**src/rtl/div_iter.sv**
```systemverilog
// Iterative restoring divider: one quotient bit per cycle, signed/unsigned, abortable.
// Optional DIV_ZERO_DETECT_EN: short-circuits divide-by-zero through BYZERO and raises dz_o.
module div_iter #(
    parameter int unsigned WIDTH = 32
) (
    input  logic               clk,
    input  logic               rst,
    input  logic               signed_i,
    input  logic [WIDTH-1:0]   opdata1_i,
    input  logic [WIDTH-1:0]   opdata2_i,
    input  logic               start_i,
    input  logic               annul_i,
    output logic [2*WIDTH-1:0] result_o,
    output logic               ready_o,
    output logic               busy_o,
    output logic               dz_o
);
    localparam int unsigned CNT_W = $clog2(WIDTH) + 1;
    localparam logic [CNT_W-1:0] LAST_STEP = CNT_W'(WIDTH - 1);

    typedef enum logic [1:0] {
        IDLE   = 2'd0,
        BYZERO = 2'd1,
        ON     = 2'd2,
        END    = 2'd3
    } state_t;

    state_t             state, state_nxt;
    logic [CNT_W-1:0]   cnt, cnt_nxt;
    logic [WIDTH-1:0]   rem, rem_nxt;
    logic [WIDTH-1:0]   dvd, dvd_nxt;
    logic [WIDTH-1:0]   dsr, dsr_nxt;
    logic               neg_q, neg_q_nxt;
    logic               neg_r, neg_r_nxt;
    logic [2*WIDTH-1:0] result_nxt;
    logic               ready_nxt;
    logic               busy_nxt;
`ifdef DIV_ZERO_DETECT_EN
    logic               dz_nxt;
`endif

    logic [WIDTH:0]     shifted;
    logic [WIDTH:0]     diff;
    logic               ge;
    logic [WIDTH-1:0]   rem_step;
    logic [WIDTH-1:0]   dvd_step;

    function automatic logic [WIDTH-1:0] magnitude(input logic [WIDTH-1:0] v, input logic s);
        return (s && v[WIDTH-1]) ? WIDTH'(-v) : v;
    endfunction

    // One restoring step; a set top bit of the shifted remainder always exceeds the divisor
    always_comb begin
        shifted  = {rem, dvd[WIDTH-1]};
        diff     = shifted - {1'b0, dsr};
        ge       = shifted[WIDTH] | ~diff[WIDTH];
        rem_step = ge ? diff[WIDTH-1:0] : shifted[WIDTH-1:0];
        dvd_step = {dvd[WIDTH-2:0], ge};
    end

    // Next-state and datapath update
    always_comb begin
        state_nxt  = state;
        cnt_nxt    = cnt;
        rem_nxt    = rem;
        dvd_nxt    = dvd;
        dsr_nxt    = dsr;
        neg_q_nxt  = neg_q;
        neg_r_nxt  = neg_r;
        result_nxt = result_o;
        ready_nxt  = 1'b0;
`ifdef DIV_ZERO_DETECT_EN
        dz_nxt     = 1'b0;
`endif
        case (state)
            IDLE: begin
                if (start_i && !annul_i) begin
                    dvd_nxt   = magnitude(opdata1_i, signed_i);
                    dsr_nxt   = magnitude(opdata2_i, signed_i);
                    rem_nxt   = '0;
                    cnt_nxt   = '0;
                    neg_q_nxt = signed_i & (opdata1_i[WIDTH-1] ^ opdata2_i[WIDTH-1]);
                    neg_r_nxt = signed_i & opdata1_i[WIDTH-1];
`ifdef DIV_ZERO_DETECT_EN
                    state_nxt = (opdata2_i == '0) ? BYZERO : ON;
`else
                    state_nxt = ON;
`endif
                end
            end
            BYZERO: begin
`ifdef DIV_ZERO_DETECT_EN
                if (annul_i) begin
                    state_nxt = IDLE;
                end else begin
                    state_nxt  = END;
                    ready_nxt  = 1'b1;
                    dz_nxt     = 1'b1;
                    result_nxt = '0;
                end
`else
                state_nxt = IDLE;
`endif
            end
            ON: begin
                if (annul_i) begin
                    state_nxt = IDLE;
                end else begin
                    rem_nxt = rem_step;
                    dvd_nxt = dvd_step;
                    cnt_nxt = cnt + CNT_W'(1);
                    if (cnt == LAST_STEP) begin
                        state_nxt  = END;
                        ready_nxt  = 1'b1;
                        result_nxt = {neg_r ? WIDTH'(-rem_step) : rem_step,
                                      neg_q ? WIDTH'(-dvd_step) : dvd_step};
                    end
                end
            end
            END:     state_nxt = IDLE;
            default: state_nxt = IDLE;
        endcase
        busy_nxt = (state_nxt != IDLE);
    end

    always_ff @(posedge clk) begin
        if (rst) begin
            state    <= IDLE;
            cnt      <= '0;
            rem      <= '0;
            dvd      <= '0;
            dsr      <= '0;
            neg_q    <= 1'b0;
            neg_r    <= 1'b0;
            result_o <= '0;
            ready_o  <= 1'b0;
            busy_o   <= 1'b0;
        end else begin
            state    <= state_nxt;
            cnt      <= cnt_nxt;
            rem      <= rem_nxt;
            dvd      <= dvd_nxt;
            dsr      <= dsr_nxt;
            neg_q    <= neg_q_nxt;
            neg_r    <= neg_r_nxt;
            result_o <= result_nxt;
            ready_o  <= ready_nxt;
            busy_o   <= busy_nxt;
        end
    end

`ifdef DIV_ZERO_DETECT_EN
    always_ff @(posedge clk) begin
        if (rst) begin
            dz_o <= 1'b0;
        end else begin
            dz_o <= dz_nxt;
        end
    end
`else
    assign dz_o = 1'b0;
`endif

endmodule

```
**config.mk**
```make
export PLATFORM = sky130hd
export DESIGN_NAME = div_iter
export DESIGN_NICKNAME = d
export VERILOG_FILES = /design/src/rtl/div_iter.sv
export SDC_FILE = /design/constraint.sdc
export NUM_CORES = 1
export LEC_CHECK = 0
export ABC_AREA = 1
export CAP_MARGIN = 20
export CORE_MARGIN = 4
export CORE_UTILIZATION = 53
export CTS_CLUSTER_SIZE = 25
export DETAILED_ROUTE_END_ITERATION = 10
export PLACE_DENSITY = 0.79
export SLEW_MARGIN = 20
export SYNTH_ARGS = -nofsm -noshare
export SYNTH_HDL_FRONTEND = slang
export SYNTH_SLANG_ARGS = --single-unit
export TNS_END_PERCENT = 5
```
**constraint.sdc**
```tcl
create_clock -name clk -period 3.5 [get_ports clk]
set_input_delay 0.7 -clock clk [delete_from_list [all_inputs] [get_ports clk]]
set_output_delay 0.7 -clock clk [all_outputs]
set_load 0.005 [all_outputs]
```
After elaboration in Yosys (flattened, before gate mapping)
Cells that the tools add are included.
- register bits after elaboration: 172
- bits of input ports: 69
- logic and storage cells: 60
- output and inout port bits: 67
- $add $sub $neg: 6
- equal/unequal tests: 6
- reductions and logical operators: 12
- mux-type cells: 19
- bitwise operators: 7
- operators with widths (kind ; count):
    2-to-1 mux 32 bit ; 9
    negation 32 bit ; 4
    case mux 32 bit (2 select lines) ; 2
    subtractor 33 x 32 -> 33 bit ; 1
    2-to-1 mux 6 bit ; 2
    case mux 6 bit (2 select lines) ; 1
    adder 6 x 1 -> 6 bit, second input constant ; 1
    == test 6 x 5 -> 1 bit, second input constant ; 1
    2-to-1 mux 2 bit ; 3
    case mux 2 bit (3 select lines) ; 1
    AND reduction 3 bit ; 2
    == test 2 bit, second input constant ; 2
    inequality test 2 bit, second input constant ; 2
    nonzero test 2 bit ; 2
    logical AND 1 bit ; 3
    inverter 1 bit ; 3
    OR reduction 3 bit ; 1
    AND 1 bit ; 2
    == test 2 x 1 -> 1 bit, second input constant ; 1
    logical NOT 2 bit ; 1
    AND reduction 2 bit ; 1
    OR reduction 2 bit ; 1
    logical NOT 1 bit ; 1
    2-to-1 mux 1 bit ; 1
    other kinds (2) ; 2

Depth between registers and ports, before layout
Gate-level depths: netlist of the first run.
- depth in word-level cells: 6
- mapped depth: 27
- gate-level depth less buffers: 26

Worst setup path before layout of the first run
Ideal clock, no wire load.
- path type: register to register
- start point: register dsr[27]
- end point: register result_o[30]
- period minus slack after synthesis: 3.397 ns
- required time: 3.385 ns
- setup time: 0.115 ns
- path buffers: 1
- setup slack: 0.103 ns
- cell stages (with the launch flop): 24
- arrival: 3.281 ns
- cell sequence: dfxtp_1 inv_1 ha_1 nand2_2 inv_2 nand2_1 nand2_1 nand2_1 nand2_2 a21oi_4 nand2_8 inv_2 buf_2 ha_1 nand3_1 nor3_1 nand4_1 o21ai_0 o21ai_0 a21oi_1 nand2_1 xor2_1 o21ai_0 inv_1
- word-level cells in the longest chain between the ends: 5
- ends and longest elaborated chain (what ; RTL line ; text):
    from (decl) ; 32 ; logic [WIDTH-1:0] dsr, dsr_nxt;
    from (signal assigned) ; 143 ; dsr <= dsr_nxt;
    subtractor 33 x 32 -> 33 bit ; 55 ; diff = shifted - {1'b0, dsr};
    inverter 1 bit ; 56 ; ge = shifted[WIDTH] | ~diff[WIDTH];
    OR 1 bit ; 56 ;
    negation 32 bit ; 116 ; neg_q ? WIDTH'(-dvd_step) : dvd_step};
    2-to-1 mux 32 bit ; 116 ;
    to (signal assigned) ; 146 ; result_o <= result_nxt;
    to (decl) ; 13 ; output logic [2*WIDTH-1:0] result_o,
No other way between the ends.
A chain may end at the register's enable or synchronous reset.

Final worst setup path of the first run
- start point: register dsr[25]
- end point: register result_o[30]
The elaborated chain is that of the path after synthesis.

==> metrics list, run 1 <==
* Total of max-cap violations: 0
* Highest fanout seen on the critical path: 6
- Final max-slew violation count: 0
- Each instance of the synthesized netlist takes up on average 6.042 sq um.
- The final layout contains routed wiring with a total length of 40,170 microns.
- Final weighted congestion in routability-driven placement: 1.025
* Power per unit of standard cell area: 348.2 nW/um^2
- Remaining antenna violation count after routing: 0
- In the final routed layout, each cell accounts on average for 15.75 microns.
- The worst setup path is captured at a flop.
- Clock insertion delay at the later pin of the skew report: 0.44 ns
- The cell count after synthesis came out at 2,094.
* Terminating pin of the worst hold path: result_o[33]
- Router iterations before antenna repair: 8
- Along the worst hold path, the cell count comes to 2.
* Crit path required time: 3.83 ns
- Reported leakage power: 7.387 nW
* Largest net degree at the start of global routing: 85
- Hold violation total from the final report: 0
* Die outline width: 162.5 microns
- In this run the number of H-tree levels came out at 4.
* Vias in the first global route: 12,727
- 0 antenna diodes ended up in the layout.
- Of the synthesized area, sequential elements account for 0.2722.
- In the final layout, the share of cells above drive strength 1 is 0.08289.
- Count of standard-cell rows: 56
- After detailed routing, the number of vias per cell comes to 5.482.
- The floorplan step defined a core boundary enclosing 23,470 sq um.
* Max frequency: 301.7 MHz
* Async set-reset flop share out of synthesis: 0
- In this run, CTS created clock tree buffers numbering 17.
- The number of antenna violations at the first check in global routing is 0.
* Prevailing post-synth register cell: dfxtp_1
- Number of enable-type register cells in the synthesized netlist: 0
- Number of port buffers: 134
* Number of setup violations in the final report: 0
* Register bit count reported by yosys: 172
- TritonCTS built the clock tree.
- Logic depth of the worst register-to-register path: 22
* Total power of the final layout: 5.300 mW
- After detailed routing, the number of remaining DRC violations is 0.
* CTS sink cnt: 172
- The count of cells in the finished layout, fillers not included, comes to 2,551.
- Counting distinct cell types in the post-synthesis netlist gives 53.
* Arrival time at the worst endpoint: 3.64 ns
- After the first detailed-routing iteration, the DRC count stood at 1,532.
* Post-detailed-placement half-perimeter wirelength: 30,510 microns
* Type of the tightest min-delay check: flop to flop
* Netlist area before placement: 12,650 sq um
* Post-synthesis net count: 2,201
* Worst reg-to-reg setup slack: 0.19 ns
* Bufs on Longest Clock Path: 2
* Clk Tree Root Cell: clkbuf_16
* Vias after detailed routing: 13,985
- For this configuration, the core starts out at a cell density of 0.5390.
- Yosys printed 0 warnings.
- Transition at the pin with the smallest max-transition slack: 0.9779 ns
- The worst hold path begins at result_o[33].
* Global-route wire length before repair: 64,340 microns
- Number of nets at the end of the flow: 2,327
- Sum of negative setup slack: 0 ns
- Cells after DPL: 2,508
- Worst-path clk slew: 0.07 ns
- Die Y-Extent: 162.5 microns
- The worst register-to-register path begins at dsr[25].
- Post-Route Skew: 0.01093 ns
- Grt total ovfl: 0
- Maximum ir drop on the vdd rail: 0.3240 mV
* Post-route worst hold slack: 0.4746 ns
- Number of top-level pins: 136
* Crit Reg-Reg Endpoint: result_o[30]
- The smallest clock period supported by the final layout is computed as 3.314 ns.
- The die covers 26,410 sq um.
- The top cell types in the final layout, fill and taps aside, are nand2_1, inv_1, nor2_1, dfxtp_1, o21ai_0.
- Worst slew margin relative to its limit: 0.3441
- Period utilisation layout: 0.9470
- Commonest non-fill, non-tap cell in the layout: nand2_1
- Synthesis-to-finish area growth: 20.31%
- Sort of element at the start of the critical path: flop
* Global router's overall resource usage: 0.2969
* Run status: finished clean
- Setup CP Type: flop to flop
## worst max-delay path by stage
stage                             from           end  slack, ns  cells after the start
after floorplan                dsr[27]  result_o[30]       0.10                     23
after global placement    opdata2_i[0]       dsr[30]      -0.10                     15
after detailed placement  opdata2_i[0]       dsr[30]       -0.1                     15
after CTS                      dsr[21]  result_o[30]      0.001                     20
after global routing           dsr[11]  result_o[28]      -0.05                     23
final                          dsr[25]  result_o[30]       0.19                     22
## cells in the mapped netlist, drive strengths merged, types with 17 or more instances
| library cell | n | area (sq um) |
|---|---|---|
| o211ai | 19 | 142.6 |
| nor2 | 250 | 978.4 |
| xnor2 | 24 | 210.2 |
| or2 | 18 | 112.6 |
| clkbuf | 62 | 232.7 |
| o21ai | 177 | 904.6 |
| dfxtp | 172 | 3443 |
| a21oi | 143 | 753.2 |
| inv | 300 | 1126 |
| nand3 | 117 | 608.1 |
| nand4 | 21 | 131.4 |
| ha | 37 | 462.9 |
| buf | 17 | 112.6 |
| nand2 | 586 | 2311 |
| xor2 | 47 | 411.6 |
| nor3 | 33 | 165.2 |
## state kept, by name, indices dropped and copies added, names as in the netlist
| register | count |
|---|---|
| dsr | 32 |
| cnt | 6 |
| rem | 32 |
| ready_o | 1 |
| dvd | 32 |
| neg_q | 1 |
| result_o | 64 |
| neg_r | 1 |
| state | 2 |
| busy_o | 1 |
## per-stage QoR
step	util	cell area [sq um]	setup slack (ns)
floorplan	-	12650	0.1035
global placement	0.6122	14370	-0.1026
CTS	0.6386	14990	0.001383
finish	0.6485	15220	0.1856
global route	0.6485	15220	-0.05315
detailed placement	0.6122	14370	-0.09532
## where the power goes
group,internal (mW),switching [mW]
Combinational,0.467,0.830
Clock,1.08,0.849
Sequential,2.02,0.0577
Total,3.56,1.74
## layer usage
layer,up-vias,share of wire,track usage
met5,-,0,0
met4,0,0.034,0.1023
met3,100,0.069,0.03417
met2,553,0.46,0.4856
met1,6380,0.44,0.4076
li1,6952,-,-
## cell type report
cell class,count,area (sq um)
fill,2154,8250
sequential,172,3447
inverter,302,1134
clock buffer,19,442.9
tap,319,399.1
multi-input combinational,1541,7861
timing repair buffer,186,1802
clock inverter,12,136.4
## cells by family after synthesis
kind of cell / synth area share
adders and majority gates: 0.03817
DFF: 0.2722
and+or+nand+nor: 0.3528
other: 0.0002964
AOI/OAI and AO/OA: 0.1705
buffers and inverters: 0.1169
xor gates and xnor gates: 0.04915
## critical path: stages (launching register included)
cell and delay (ns):
dfxtp_1 0.31, inv_1 0.16, ha_2 0.35, nand2_1 0.10, nand2_1 0.07, nand2_1 0.06, nand2_1 0.06, nand2_1 0.07
nand2_2 0.06, a21oi_4 0.21, nand2_8 0.09, inv_2 0.08, ha_2 0.19, nand3_1 0.12, nor3_2 0.23, nand4_1 0.19
o21ai_2 0.21, o21ai_2 0.10, a21oi_2 0.14, nand2_1 0.08, xor2_1 0.14, o21ai_1 0.12, inv_1 0.04
## repair_timing
| action | in CTS | in global routing |
|---|---|---|
| endpoints found under the hold margin | 0 | 0 |
| gates cloned | 1 | 1 |
| setup buffers | 0 | 10 |
| gates resized for setup | 1 | 36 |
| pin swaps | 0 | 12 |
| hold buffers | 0 | 0 |
| setup endpoints to repair | 3 | 20 |
Note: power is estimated with default switching activity, not from simulation.
==> inputs of run 2 (changes only) <==
- GPL_TIMING_DRIVEN: unset -> 1
==> results of run 2 <==
Final layout, timing and power as in run 1 (identical DEF).
==> inputs of run 3 (changes only) <==
- SLEW_MARGIN: 20 -> unset
==> metrics list, run 3 (same netlist as run 1, synthesis figures left out) <==
* Instance area after placement: 14,370 sq um
* Layout Cell Area excl Fill: 15,240 sq um
* Proportion of total power due to net switching: 0.3275
* DRT Wirelength: 40,110 microns
- In this run the count of I/O pins placed on the die edge is 136.
- In the routed design, unresolved DRC markers number 0.
* Post-Route Skew: 0.009690 ns
* Clock insertion delay at the later pin of the skew report: 0.44 ns
* Bufs on Longest Clock Path: 2
- Dividing the detail-routed wire length by the instance count gives 15.72 microns.
* Period utilisation layout: 0.9483
- Final critical delay including setup and external delays: 3.319 ns
- The analysis attributes to cell leakage a power of 7.395 nW.
* CORE AREA: 23,470 sq um
* Most frequent cells in the layout: nand2_1, inv_1, nor2_1, dfxtp_1, o21ai_0
- The via count of the first global-routing pass is 12,727.
- Largest register FFs: 64
- Leaving out fill and tap cells, the most frequent cell in the layout is nand2_1.
- Type of the tightest min-delay check: flop to flop
- Antenna Cells: 0
- The number of antenna violations at the first check in global routing is 0.
* Crit path required time: 3.83 ns
* Initial Util: 0.5390
- Setup CP Type: flop to flop
* Quantity of hold-fixing buffers added after cts: 0
* Largest net degree at the start of global routing: 85
- VDD sags by at most 0.3260 mV.
- TritonCTS created 17 clock buffers.
* Internal: 3.564 mW
- The analysis attributes to net switching a power of 1.736 mW.
* Total of max-cap violations: 0
- Routability-driven placement finished with a final weighted congestion of 1.025.
- The floorplan step defined a die boundary enclosing 26,410 sq um.
- In this run the core area contains 56 standard-cell rows.
* Remaining antenna violation count after routing: 0
- Die Y-Extent: 162.5 microns
* Sort of element at the start of the critical path: flop
- Measured against its own limit, the worst slew margin works out to 0.3710.
- H-Tree Depth: 4
- Hold violation total from the final report: 0
- Once detailed placement completed, the half-perimeter wirelength came to 30,510 microns.
- Final max-slew violation count: 0
* Highest fanout seen on the critical path: 4
- Final core utilization: 0.6491
- The clock net in this run drives a total of 172 sinks.
- Die outline width: 162.5 microns
- Of the total power, combinational logic draws 0.245.
- The first global-routing pass estimated 64,340 microns of wire.
- Post-route worst hold slack: 0.4725 ns
* Sequential group share of total power: 0.392
* Clk Tree Root Cell: clkbuf_16
- STA classifies the critical path endpoint as a flop.
- CTS tree: yes
* Number of nets at the end of the flow: 2,328
- From synthesis to final layout, the design area changed by 20.43%.
- Number of setup violations in the final report: 0
- The count of buffers added on input and output ports is 134.
- Arrival time at the worst endpoint: 3.65 ns
- Global routing finished with a remaining overflow of 0.
* Max frequency: 301.3 MHz
* Register bank with the most flops: result_o
- DRT iter0 DRCs: 1,435
- The share of total power dissipated in the clock network is 0.363.
- Run status: finished clean
- For the pin with the worst max-slew slack, the measured transition is 0.9435 ns.
- Dividing the detail-routed via count by the number of cells gives 5.463.
- Global router's overall resource usage: 0.2969
- Vias after detailed routing: 13,942
- The pre-antenna-repair detailed-routing pass consisted of 8 iterations.
* Worst-path clk slew: 0.07 ns
* Power per unit of standard cell area: 347.9 nW/um^2
* Share of cells above drive strength 1: 0.08330
run 3: worst paths after layout:
kind | cells after the start | slack (ns) | end | startpoint
max | 20 | 0.18 | result_o[30] | dsr[27]
min | 2 | 0.47 | result_o[33] | result_o[33]
max reg2reg | 20 | 0.18 | result_o[30] | dsr[27]
min reg2reg | 2 | 0.47 | result_o[33] | result_o[33]
run 3: final cells by class:
| type | instances | area [sq um] |
|---|---|---|
| timing repair buffer | 187 | 1817 |
| inverter | 302 | 1134 |
| clock buffer | 19 | 442.9 |
| fill | 2152 | 8235 |
| multi-input combinational | 1541 | 7861 |
| tap | 319 | 399.1 |
| sequential | 172 | 3447 |
| clock inverter | 12 | 136.4 |
run 3: timing repair:
item                                    CTS  global route
pin swaps                                 0            12
resized for setup                         1            36
setup buffers                             0            10
endpoints found under the hold margin     0             0
gates cloned                              1             1
endpoints found under the setup margin    3            20
run 3: critical path, stage by stage, from the launching register on:
cell,delay (ns)
dfxtp_1,0.35
inv_1,0.12
ha_1,0.35
a21oi_2,0.18
nand2_1,0.09
nand2_1,0.07
nand2_2,0.06
a21oi_4,0.21
nand2_8,0.09
inv_2,0.09
ha_2,0.19
nand3_1,0.12
nor3_2,0.24
nand4_1,0.19
o21ai_2,0.22
o21ai_2,0.10
a21oi_2,0.14
nand2_1,0.08
xor2_1,0.14
o21ai_1,0.12
inv_1,0.04
run 3: power by group through the flow:
stage / Combinational, mW / Clock (mW) / Sequential (mW)
after floorplan: 0.844 / 0 / 2.10
after global placement: 1.19 / 0 / 2.11
after detailed placement: 1.21 / 0 / 2.12
after CTS: 1.22 / 1.93 / 2.07
after global routing: 1.44 / 2.02 / 2.08
final: 1.30 / 1.93 / 2.08
run 3: per-layer routing:
metal | global-route usage | part of all wire | vias up
li1 | - | - | 6949
met1 | 0.4076 | 0.44 | 6317
met2 | 0.4856 | 0.46 | 572
met3 | 0.03417 | 0.070 | 104
met4 | 0.1023 | 0.035 | 0
met5 | 0 | 0 | -
run 3: per-stage QoR:
stage / power, mW / worst slack, ns / cells / setup TNS (ns)
after CTS: 5.221 / 0.001383 / 2540 / 0
final: 5.301 / 0.1811 / 2552 / 0
after global routing: 5.539 / -0.05315 / 2552 / -0.09336
after floorplan: 2.943 / 0.1035 / 2094 / 0
after global placement: 3.302 / -0.1026 / 2508 / -0.1026
after detailed placement: 3.326 / -0.09532 / 2508 / -0.1316
